File: src/rtl/sn74_pkg.sv
// Constants shared by the 74-series counter models: count direction encodings
// and the default counter width.
package sn74_pkg;

   localparam logic DIR_UP   = 1'b0;
   localparam logic DIR_DOWN = 1'b1;

   localparam int SN74_DEFAULT_WIDTH = 4;

endpackage

File: src/rtl/sn74xx191_tc.sv
// Terminal-count detect for the 74xx191: flags when the next enabled edge
// would wrap (zero when counting down, top when counting up).
module sn74xx191_tc
   import sn74_pkg::*;
#(
   parameter int WIDTH = SN74_DEFAULT_WIDTH
) (
   input  logic [WIDTH-1:0] q_i,
   input  logic             down_i,
   input  logic [WIDTH-1:0] top_i,
   output logic             at_term_o
);

   always_comb begin
      at_term_o = 1'b0;
      if (down_i == DIR_DOWN) begin
         at_term_o = (q_i == '0);
      end else begin
         at_term_o = (q_i == top_i);
      end
   end

endmodule

File: src/rtl/sn74xx191.sv
// 74xx191-style synchronous presettable up/down counter with synchronous reset.
// Optional modulo limit port lim is enabled with the macro SN74XX191_MODULO_EN.
module sn74xx191
   import sn74_pkg::*;
#(
   parameter int WIDTH = SN74_DEFAULT_WIDTH
) (
   input  logic             clk,
   input  logic             rst,
   input  logic             load,
   input  logic [WIDTH-1:0] d,
   input  logic             en,
   input  logic             down,
`ifdef SN74XX191_MODULO_EN
   input  logic [WIDTH-1:0] lim,
`endif
   output logic [WIDTH-1:0] q,
   output logic             tc,
   output logic             ripple
);

   logic [WIDTH-1:0] count_q, count_d;
   logic             ripple_q, ripple_d;
   logic [WIDTH-1:0] top;
   logic             at_term;

`ifdef SN74XX191_MODULO_EN
   assign top = lim;
`else
   assign top = '1;
`endif

   sn74xx191_tc #(
      .WIDTH (WIDTH)
   ) u_tc (
      .q_i       (count_q),
      .down_i    (down),
      .top_i     (top),
      .at_term_o (at_term)
   );

   // Above the limit, the plain +1 path wraps through 2^WIDTH-1 -> 0 silently.
   always_comb begin
      count_d  = count_q;
      ripple_d = 1'b0;
      if (load) begin
         count_d = d;
      end else if (en) begin
         if (at_term) begin
            count_d  = (down == DIR_DOWN) ? top : '0;
            ripple_d = 1'b1;
         end else if (down == DIR_UP) begin
            count_d = count_q + 1'b1;
         end else begin
            count_d = count_q - 1'b1;
         end
      end
   end

   always_ff @(posedge clk) begin
      if (rst) begin
         count_q  <= '0;
         ripple_q <= 1'b0;
      end else begin
         count_q  <= count_d;
         ripple_q <= ripple_d;
      end
   end

   assign q      = count_q;
   assign tc     = en & at_term;
   assign ripple = ripple_q;

endmodule

File: config.mk
export PLATFORM = sky130hd
export DESIGN_NAME = sn74xx191
export DESIGN_NICKNAME = d
export VERILOG_FILES = /design/src/rtl/sn74_pkg.sv /design/src/rtl/sn74xx191_tc.sv /design/src/rtl/sn74xx191.sv
export SDC_FILE = /design/constraint.sdc
export NUM_CORES = 1
export LEC_CHECK = 0
export CAP_MARGIN = 10
export CORE_AREA = 5 5 42 44
export DETAILED_ROUTE_END_ITERATION = 16
export DIE_AREA = 0 0 47 49
export PLACE_DENSITY_LB_ADDON = 0.12
export SYNTH_ARGS = -nofsm -noshare
export SYNTH_HDL_FRONTEND = slang
export SYNTH_SLANG_ARGS = --single-unit
File: constraint.sdc
create_clock -name clk -period 1.8 [get_ports clk]
set_clock_uncertainty 0.2 [all_clocks]
set_input_delay 0.27 -clock clk [delete_from_list [all_inputs] [get_ports clk]]
set_output_delay 0.27 -clock clk [all_outputs]
set_load 0.02 [all_outputs]
# --- After elaboration in Yosys (flattened, before gate mapping) ---
# Index checks and enable logic that the tools add are counted.
word_totals:
  word_cells: 17
  out_inout_bits: 6
  in_bits: 9
  register_bits: 5
op_classes:
  muxes: 7
  add_sub_neg: 2
  bitwise_logic: 2
  eq_ne: 1
  n_reduce_logical: 3
ops:
  columns: ["cell", "n"]
  rows:
  - ["two-way mux 4 bit", 5]
  - ["adder 4 x 1 -> 4 bit (second input constant)", 1]
  - ["equality test 4 bit (second input constant)", 1]
  - ["logical NOT 4 bit", 1]
  - ["subtractor 4 x 1 -> 4 bit (second input constant)", 1]
  - ["OR reduction 3 bit", 1]
  - ["two-way mux 1 bit", 2]
  - ["nonzero test 2 bit", 1]
  - ["AND 1 bit", 1]
  - ["NOT 1 bit", 1]

# --- Depth between registers and ports, before layout ---
# Gate-level depths: netlist of run 1.
logic_depth:
  ltp_word: 5
  depth_mapped: 5

# --- Hierarchy ---
# Synthesis of run 1 repeated with hierarchy kept, for this count alone.
unflattened:
  hier_cells: 58
  hier_area_um2: 479.2
by_module_without_submodules:
  columns: ["mod", "n_inst", "area_each_um2", "cells_per_inst"]
  rows:
  - ["sn74xx191", 1, 412.9, 50]
  - ["sn74xx191_tc", 1, 66.3, 8]

# --- Worst setup path before layout of run 1 ---
# OpenSTA, ideal clock, no wires.
synth_path:
  kind: "register -> register"
  startpoint: "register count_q[0] (netlist: q[0])"
  endpoint: "register count_q[1] (netlist: q[1])"
  synth_period_minus_slack_ns: 1.799
  n_path_buf: 0
  path_stages_with_launch: 5
  setup_ns: 0.086
  slack_ns: 0.001
  t_arrival_ns: 1.513
  required_time_ns: 1.514
  cell_sequence: "dfxtp_1 inv_1 fa_1 or2_2 a211oi_1"
synth_between:
  elab_chain_len: 5
synth_lines:
  columns: ["element", "line_no", "source"]
  rows:
  - ["start: declaration", "sn74xx191.sv:22", "logic [WIDTH-1:0] count_q, count_d;"]
  - ["start signal: assignment", "sn74xx191.sv:65", "count_q <= count_d;"]
  - ["adder 4 x 1 -> 4 bit (tied with other cells)", "sn74xx191.sv:53", "count_d = count_q + 1'b1;"]
  - ["two-way mux 4 bit / two-way mux 1 bit (equally long branches)", "sn74xx191.sv:52, sn74xx191_tc.sv:16", null]
  - ["two-way mux 4 bit (*)", "sn74xx191.sv:49", "if (at_term) begin"]
  - ["two-way mux 4 bit (*)", "sn74xx191.sv:48", "end else if (en) begin"]
  - ["two-way mux 4 bit (*)", "sn74xx191.sv:46", "if (load) begin"]
# Every way passes the cells marked *; elsewhere a longest branch is shown, timed or not. The select of a mux whose other input is x is not followed.
# A chain may end at the register's enable or synchronous reset.

# --- Final worst setup path of run 1 ---
layout_path:
  startpoint: "register count_q[3] (netlist: q[3])"
  endpoint: "output tc"
layout_between:
  elab_chain_len: 3
layout_lines:
  columns: ["element", "line_no", "source"]
  rows:
  - ["equality test 4 bit / logical NOT 4 bit (equally long branches)", "sn74xx191_tc.sv:19, sn74xx191_tc.sv:17", null]
  - ["two-way mux 1 bit (*)", "sn74xx191_tc.sv:16", "if (down_i == DIR_DOWN) begin"]
  - ["AND 1 bit (*)", "sn74xx191.sv:71", "assign tc = en & at_term;"]
  - ["end: declaration", "sn74xx191.sv:18", "output logic tc,"]
# Every way passes the cells marked *; elsewhere a longest branch is shown, timed or not.

==> summary.txt, run 1 <==
Avg WL per Cell: 11.29 um
Die Span Y: 49 um
Fill cells: 151
Final Max Slew Viols: 0
VDD IR max: 0.3478 mV
Placed cell area: 593.1 sq um
Synth cell types: 23
TritonCTS buffer count: 3
First-pass GRT wire length: 1614 um
Clk_lat worst skew: 250 ps
GP Congestion: 0.7167
Area Growth Syn to Fin: 78.67%
Final worst slack: -96.57 ps
Met2 GRT Util: 14.25%
Hold path cells: 3
Yosys Warn Count: 0
DR DRC count: 0
Power after layout: 0.4343 mW
Failing checks: setup timing
Status: complete, but fails checks
Min cycle time layout: 1897 ps
I/O pins: 15
Site row count: 14
Initial antenna violation count: 0
Endpoint class of the critical path: output port
Post-route cell area: 639.4 sq um
Met3 usage: 6.273%
CTS Sinks: 5
Initial DRC Count: 1
CP Class: reg2out
Tot GR Track Use: 10.23%
Period Utilization, post-route: 105.4%
Crit path required time: 1330 ps
Syn Std Cell Area: 357.8 sq um
Core area: 0.001401 sq mm
CP Data Arrival Time: 1430 ps
Largest net degree at the start of global routing: 6
Total placed cells including tap cells: 83
Die ar.: 0.002303 sq mm
Reg clk slew, reported paths: 40 ps
CTS Buffer Depth: 2
Hold Path Class: in2reg
Horiz. Die Dim: 47 um
Register area: 101.3 sq um
Maximum fanout along the worst path: 2
Antenna Cells: 0
ANT nets after route: 0
Port bufs: 14
Setup Buffers After CTS: 0
Worst-Margin Slew: 228.6 ps
Rel. slew slack: 84.73%
R2R cell count: 5
Gr busiest metal: met2
DR pass1 iterations: 2
Non-Filler Instances: 87
Vias: 389
Post-Synthesis Cells: 43
PD cells: 679.3 mW/mm^2
Syn Area/Cell: 8.322 sq um
Final setup viols: 1
Final hold slack: 466.7 ps
Share of layout cells above drive strength 1: 30.99%
Startpoint Class: register
Grt met1 use: 11.70%
H-tree levels: 1
Vias per inst: 4.471
Remaining Overflow, GRT: 0
Final WL: 982 um
MaxCap Viol Count: 0
Nets: 84
Post-synthesis sequential area ratio: 27.97%
CTS tree: built
Root buf cell: clkbuf_4
Leak: 0.3226 nW
RSZ-0062 raised after global routing: yes
Starting Density: 25.54%
Area of the multi-input gates: 244.0 sq um
Seq cells post-synth: 5
Mapped Nets: 55
F_max: 527.3 MHz
Vias in the first global route: 366
Hpwl dp: 826.9 um
Final hold violation count: 0
## what timing repair did
action                                  in CTS  in global routing
endpoints found under the setup margin       5                  6
hold buffers                                 0                  0
pin swaps                                    2                  2
gates resized for setup                      8                  7
## per-layer routing
metal | routed length [um] | share of wire, % | vias to the layer above
met5 | 0 | 0 | -
met4 | 23 | 2.3 | 0
met3 | 66 | 6.7 | 2
met2 | 458 | 47 | 11
met1 | 434 | 44 | 171
li1 | - | - | 205
## synth_stat cells
library cell / n / area (sq um)
a211oi_1: 2 / 15.01
xor2_1: 1 / 8.760
nor3b_1: 1 / 7.510
a21oi_1: 4 / 20.02
nor2_1: 8 / 30.03
a211o_1: 1 / 8.760
nor2_2: 1 / 6.260
o21ai_0: 1 / 5.000
inv_2: 1 / 3.750
fa_1: 1 / 20.02
o21a_2: 1 / 8.760
dfxtp_1: 5 / 100.1
or2_2: 1 / 6.260
or4_1: 1 / 7.510
buf_4: 1 / 7.510
inv_1: 3 / 11.26
nor3b_2: 1 / 12.51
nand4_1: 1 / 6.260
xnor2_1: 3 / 26.28
a21o_1: 1 / 7.510
o2bb2ai_1: 1 / 8.760
nor3_1: 1 / 5.000
ha_1: 2 / 25.02
## cells in the final DEF (no fill, tap or decap), types with 3 or more instances in the layout
cell             Yosys  routed
buf_4                1      10
nor2_1               8       8
clkdlybuf4s50_1      0       8
a21oi_1              4       4
dfxtp_1              5       4
inv_1                3       3
xnor2_1              3       3
clkbuf_4             0       3
dlymetal6s2s_1       0       3
## path summary, 6_finish.rpt
| kind | startpoint | endpoint | slack [ps] |
|---|---|---|---|
| worst max-delay path | q[3] | tc | -100 |
| worst min-delay path | d[0] | q[0] | 470 |
| worst max register to register | q[1] | q[1] | 60 |
| worst min register to register | q[0] | q[0] | 550 |
## state kept, by name, summed over array words and instances, names as in the netlist
register,cells
ripple,1
q,4
## power breakdown
group / leakage, nW / internal, mW / switching [mW]
Clock: 0.0150 / 0.0840 / 0.0489
Combinational: 0.266 / 0.0960 / 0.0778
Sequential: 0.0417 / 0.122 / 0.00557
Total: 0.323 / 0.302 / 0.132
## worst max-delay path, cell delays in order, from the launching register on
cell and delay, ps:
dfxtp_1 300, or4_4 540, nor2_4 100, o21a_2 130
buf_6 110
## layout make-up
| class | instances | share of cell area [%] |
|---|---|---|
| clock buffer | 4 | 4.110 |
| inverter | 4 | 2.348 |
| multi-input combinational | 33 | 38.16 |
| sequential | 5 | 15.85 |
| tap | 16 | 3.131 |
| timing repair buffer | 25 | 36.40 |
## kinds of logic (layout without fill, tap and decap cells)
kind of cell	Yosys count	count (layout)	share of synthesized area, %
xor gates and xnor gates	4	4	9.792
DFF	5	5	27.97
and+or+nand+nor	15	15	22.73
adders and majority gates	3	3	12.59
AOI/OAI and AO/OA	11	11	20.63
buffers and inverters	5	33	6.293
## through the flow
stage / TNS [ps] / worst slack, ps / util, %
3_5_place_dp: -1196 / -362.5 / 42.32
2_1_floorplan: 0 / 1.013 / -
6_report: -96.57 / -96.57 / 45.63
4_1_cts: -146.0 / -146.0 / 44.11
3_3_place_gp: -1122 / -357.6 / 42.32
5_1_grt: -136.6 / -136.6 / 45.63
(Power assumes the default switching activity.)
==> inputs of run 2 (changes only) <==
--- a/config.mk
+++ b/config.mk
@@ -9,6 +9,7 @@
 export CORE_AREA = 5 5 42 44
 export DETAILED_ROUTE_END_ITERATION = 16
 export DIE_AREA = 0 0 47 49
+export GPL_TIMING_DRIVEN = 0
 export PLACE_DENSITY_LB_ADDON = 0.12
 export SYNTH_ARGS = -nofsm -noshare
 export SYNTH_HDL_FRONTEND = slang
==> summary.txt, run 2 (same netlist as run 1, synthesis figures left out) <==
Highest-delay cell along the critical path: or4_4 (unchanged)
Crit path required time: 1330 ps (about the same)
Share of layout cells above drive strength 1: 28.57% (was 30.99%)
I/O pins: 15 (unchanged)
Hold Path Origin: load (was d[0])
Die Span Y: 49 um (unchanged)
Area of the multi-input gates: 249.0 sq um (was 244.0 sq um)
Failing checks: setup timing (unchanged)
RSZ-0062 raised after global routing: yes (unchanged)
DR pass1 iterations: 2 (unchanged)
Avg WL per Cell: 11.23 um (was 11.29 um)
Largest net degree at the start of global routing: 11 (was 6)
Leak: 0.2693 nW (was 0.3226 nW)
Hold Path Class: in2reg (unchanged)
Tot GR Track Use: 9.027% (was 10.23%)
Endpoint class of the critical path: output port (unchanged)
Vias per inst: 4.582 (was 4.471)
Rel. slew slack: 71.19% (was 84.73%)
Hold worst-path end: ripple (was q[0])
Register area: 108.9 sq um (was 101.3 sq um)
Final Max Slew Viols: 0 (unchanged)
Status: complete, but fails checks (unchanged)
Buf/Inv on CP: 1 (unchanged)
Flop2flop setup slack: 90 ps (was 60 ps)
Initial antenna violation count: 0 (unchanged)
MaxCap Viol Count: 0 (unchanged)
TritonCTS buffer count: 3 (unchanged)
R2R cell count: 5 (unchanged)
Worst r2r src: q[1] (unchanged)
Vias in the first global route: 352 (was 366)
F_max: 505.6 MHz (was 527.3 MHz)
CTS Buffer Depth: 2 (unchanged)
PD cells: 738.4 mW/mm^2 (was 679.3 mW/mm^2)
Clk_lat worst skew: 250 ps (about the same)
ANT nets after route: 0 (unchanged)
Power after layout: 0.4315 mW (was 0.4343 mW)
Maximum fanout along the worst path: 2 (unchanged)
Placed cell area: 508.0 sq um (was 593.1 sq um)
CP Cell Sequence: or4_4 > nor2_4 > o21a_2 > buf_6 (unchanged)
VDD IR max: 0.3934 mV (was 0.3478 mV)
Nets: 76 (was 84)
CTS Sinks: 5 (unchanged)
Post-route cell area: 584.3 sq um (was 639.4 sq um)
First-pass GRT wire length: 1490 um (was 1614 um)
Fill cells: 148 (was 151)
Min cycle time layout: 1978 ps (was 1897 ps)
Remaining Overflow, GRT: 0 (unchanged)
DR DRC count: 0 (unchanged)
Hold buffers post-CTS: 0 (unchanged)
Startpoint Class: register (unchanged)
Worst-Margin Slew: 431.2 ps (was 228.6 ps)
CP Class: reg2out (unchanged)
Area Growth Syn to Fin: 63.29% (was 78.67%)
Reg clk slew, reported paths: 50 ps (was 40 ps)
Vias: 362 (was 389)
Antenna Cells: 0 (unchanged)
Initial DRC Count: 5 (was 1)
Final hold violation count: 0 (unchanged)
Final worst slack: -177.8 ps (was -96.57 ps)
Max reg flops: 4 (unchanged)
H-tree levels: 1 (unchanged)
Hpwl dp: 646.8 um (was 826.9 um)
Top delay family on crit path: simple AND/OR/NAND/NOR gates (unchanged)
CP Data Arrival Time: 1510 ps (was 1430 ps)
Core area: 0.001401 sq mm (unchanged)
CTS tree: built (unchanged)
Period Utilization, post-route: 109.9% (was 105.4%)
Most frequent cells in the layout: 8 x nor2_1, 8 x clkdlybuf4s50_1, 4 x buf_4, 4 x a21oi_1 (was 10 x buf_4, 8 x nor2_1, 8 x clkdlybuf4s50_1, 4 x a21oi_1, 4 x dfxtp_1)
Site row count: 14 (unchanged)
Final WL: 887 um (was 982 um)
GP Congestion: 0.6953 (was 0.7167)
Final setup viols: 1 (unchanged)
RR Endpoint: q[1] (unchanged)
Starting Density: 25.54% (unchanged)
Root buf cell: clkbuf_4 (unchanged)
Hold path cells: 2 (was 3)
Die ar.: 0.002303 sq mm (unchanged)
Horiz. Die Dim: 47 um (unchanged)
Port bufs: 13 (was 14)
Slowest stage delay, CP: 540 ps (about the same)
## run 2: worst max path at each step
| stage | slack, ps | startpoint | to | cells after the start |
|---|---|---|---|---|
| after floorplan | 1 | q[0] | q[1] | 4 |
| after global placement | -530 | down | tc | 4 |
| after detailed placement | -510 | down | tc | 5 |
| after CTS | -190 | q[1] | tc | 4 |
| after global routing | -200 | q[3] | tc | 4 |
| final | -180 | q[3] | tc | 4 |
## run 2: cell type report
class,count,area share (%)
buffer,1,1.285
sequential,5,18.63
tap,16,3.426
multi-input combinational,33,42.61
inverter,4,2.570
clock buffer,4,4.497
timing repair buffer,16,26.98
## run 2: per-stage QoR
step                hold WS, ps  worst slack (ps)  instances  TNS, ps  util (%)
floorplan                 140.7             1.013         43        0         -
global placement          323.0            -526.7         72    -1590     36.25
detailed placement        325.5            -506.6         72    -1590     36.25
CTS                       61.94            -191.3         76   -191.3     37.86
global route              76.66            -205.0         79   -205.0     41.70
finish                    61.63            -177.8         79   -177.8     41.70
## run 2: routing by layer
metal	wire (um)	GRT usage [%]
met3	71	1.845
met2	393	11.31
met4	42	9.677
met5	0	0
met1	379	11.48
## run 2: what timing repair did
item                                    in CTS  in global routing
setup buffers                                0                  3
cloned                                       0                  0
pin swaps                                    0                  3
endpoints found under the setup margin       4                  4
gates resized for setup                      8                 11
endpoints found under the hold margin        0                  0
## run 2: power by group
group / leakage, nW / internal [mW] / switching [mW]
Clock: 0.0150 / 0.0844 / 0.0552
Sequential: 0.0428 / 0.123 / 0.00934
Combinational: 0.212 / 0.0859 / 0.0732
==> inputs of run 3 (changes only) <==
--- a/config.mk
+++ b/config.mk
@@ -5,12 +5,14 @@
 export SDC_FILE = /design/constraint.sdc
 export NUM_CORES = 1
 export LEC_CHECK = 0
+export ABC_CLOCK_PERIOD_IN_PS = 1800
 export CAP_MARGIN = 10
 export CORE_AREA = 5 5 42 44
 export DETAILED_ROUTE_END_ITERATION = 16
 export DIE_AREA = 0 0 47 49
 export GPL_TIMING_DRIVEN = 0
 export PLACE_DENSITY_LB_ADDON = 0.12
+export RECOVER_POWER = 50
 export SYNTH_ARGS = -nofsm -noshare
 export SYNTH_HDL_FRONTEND = slang
 export SYNTH_SLANG_ARGS = --single-unit
==> results of run 3 <==
Same layout as run 2: the final DEF is identical, and so are final timing and power.
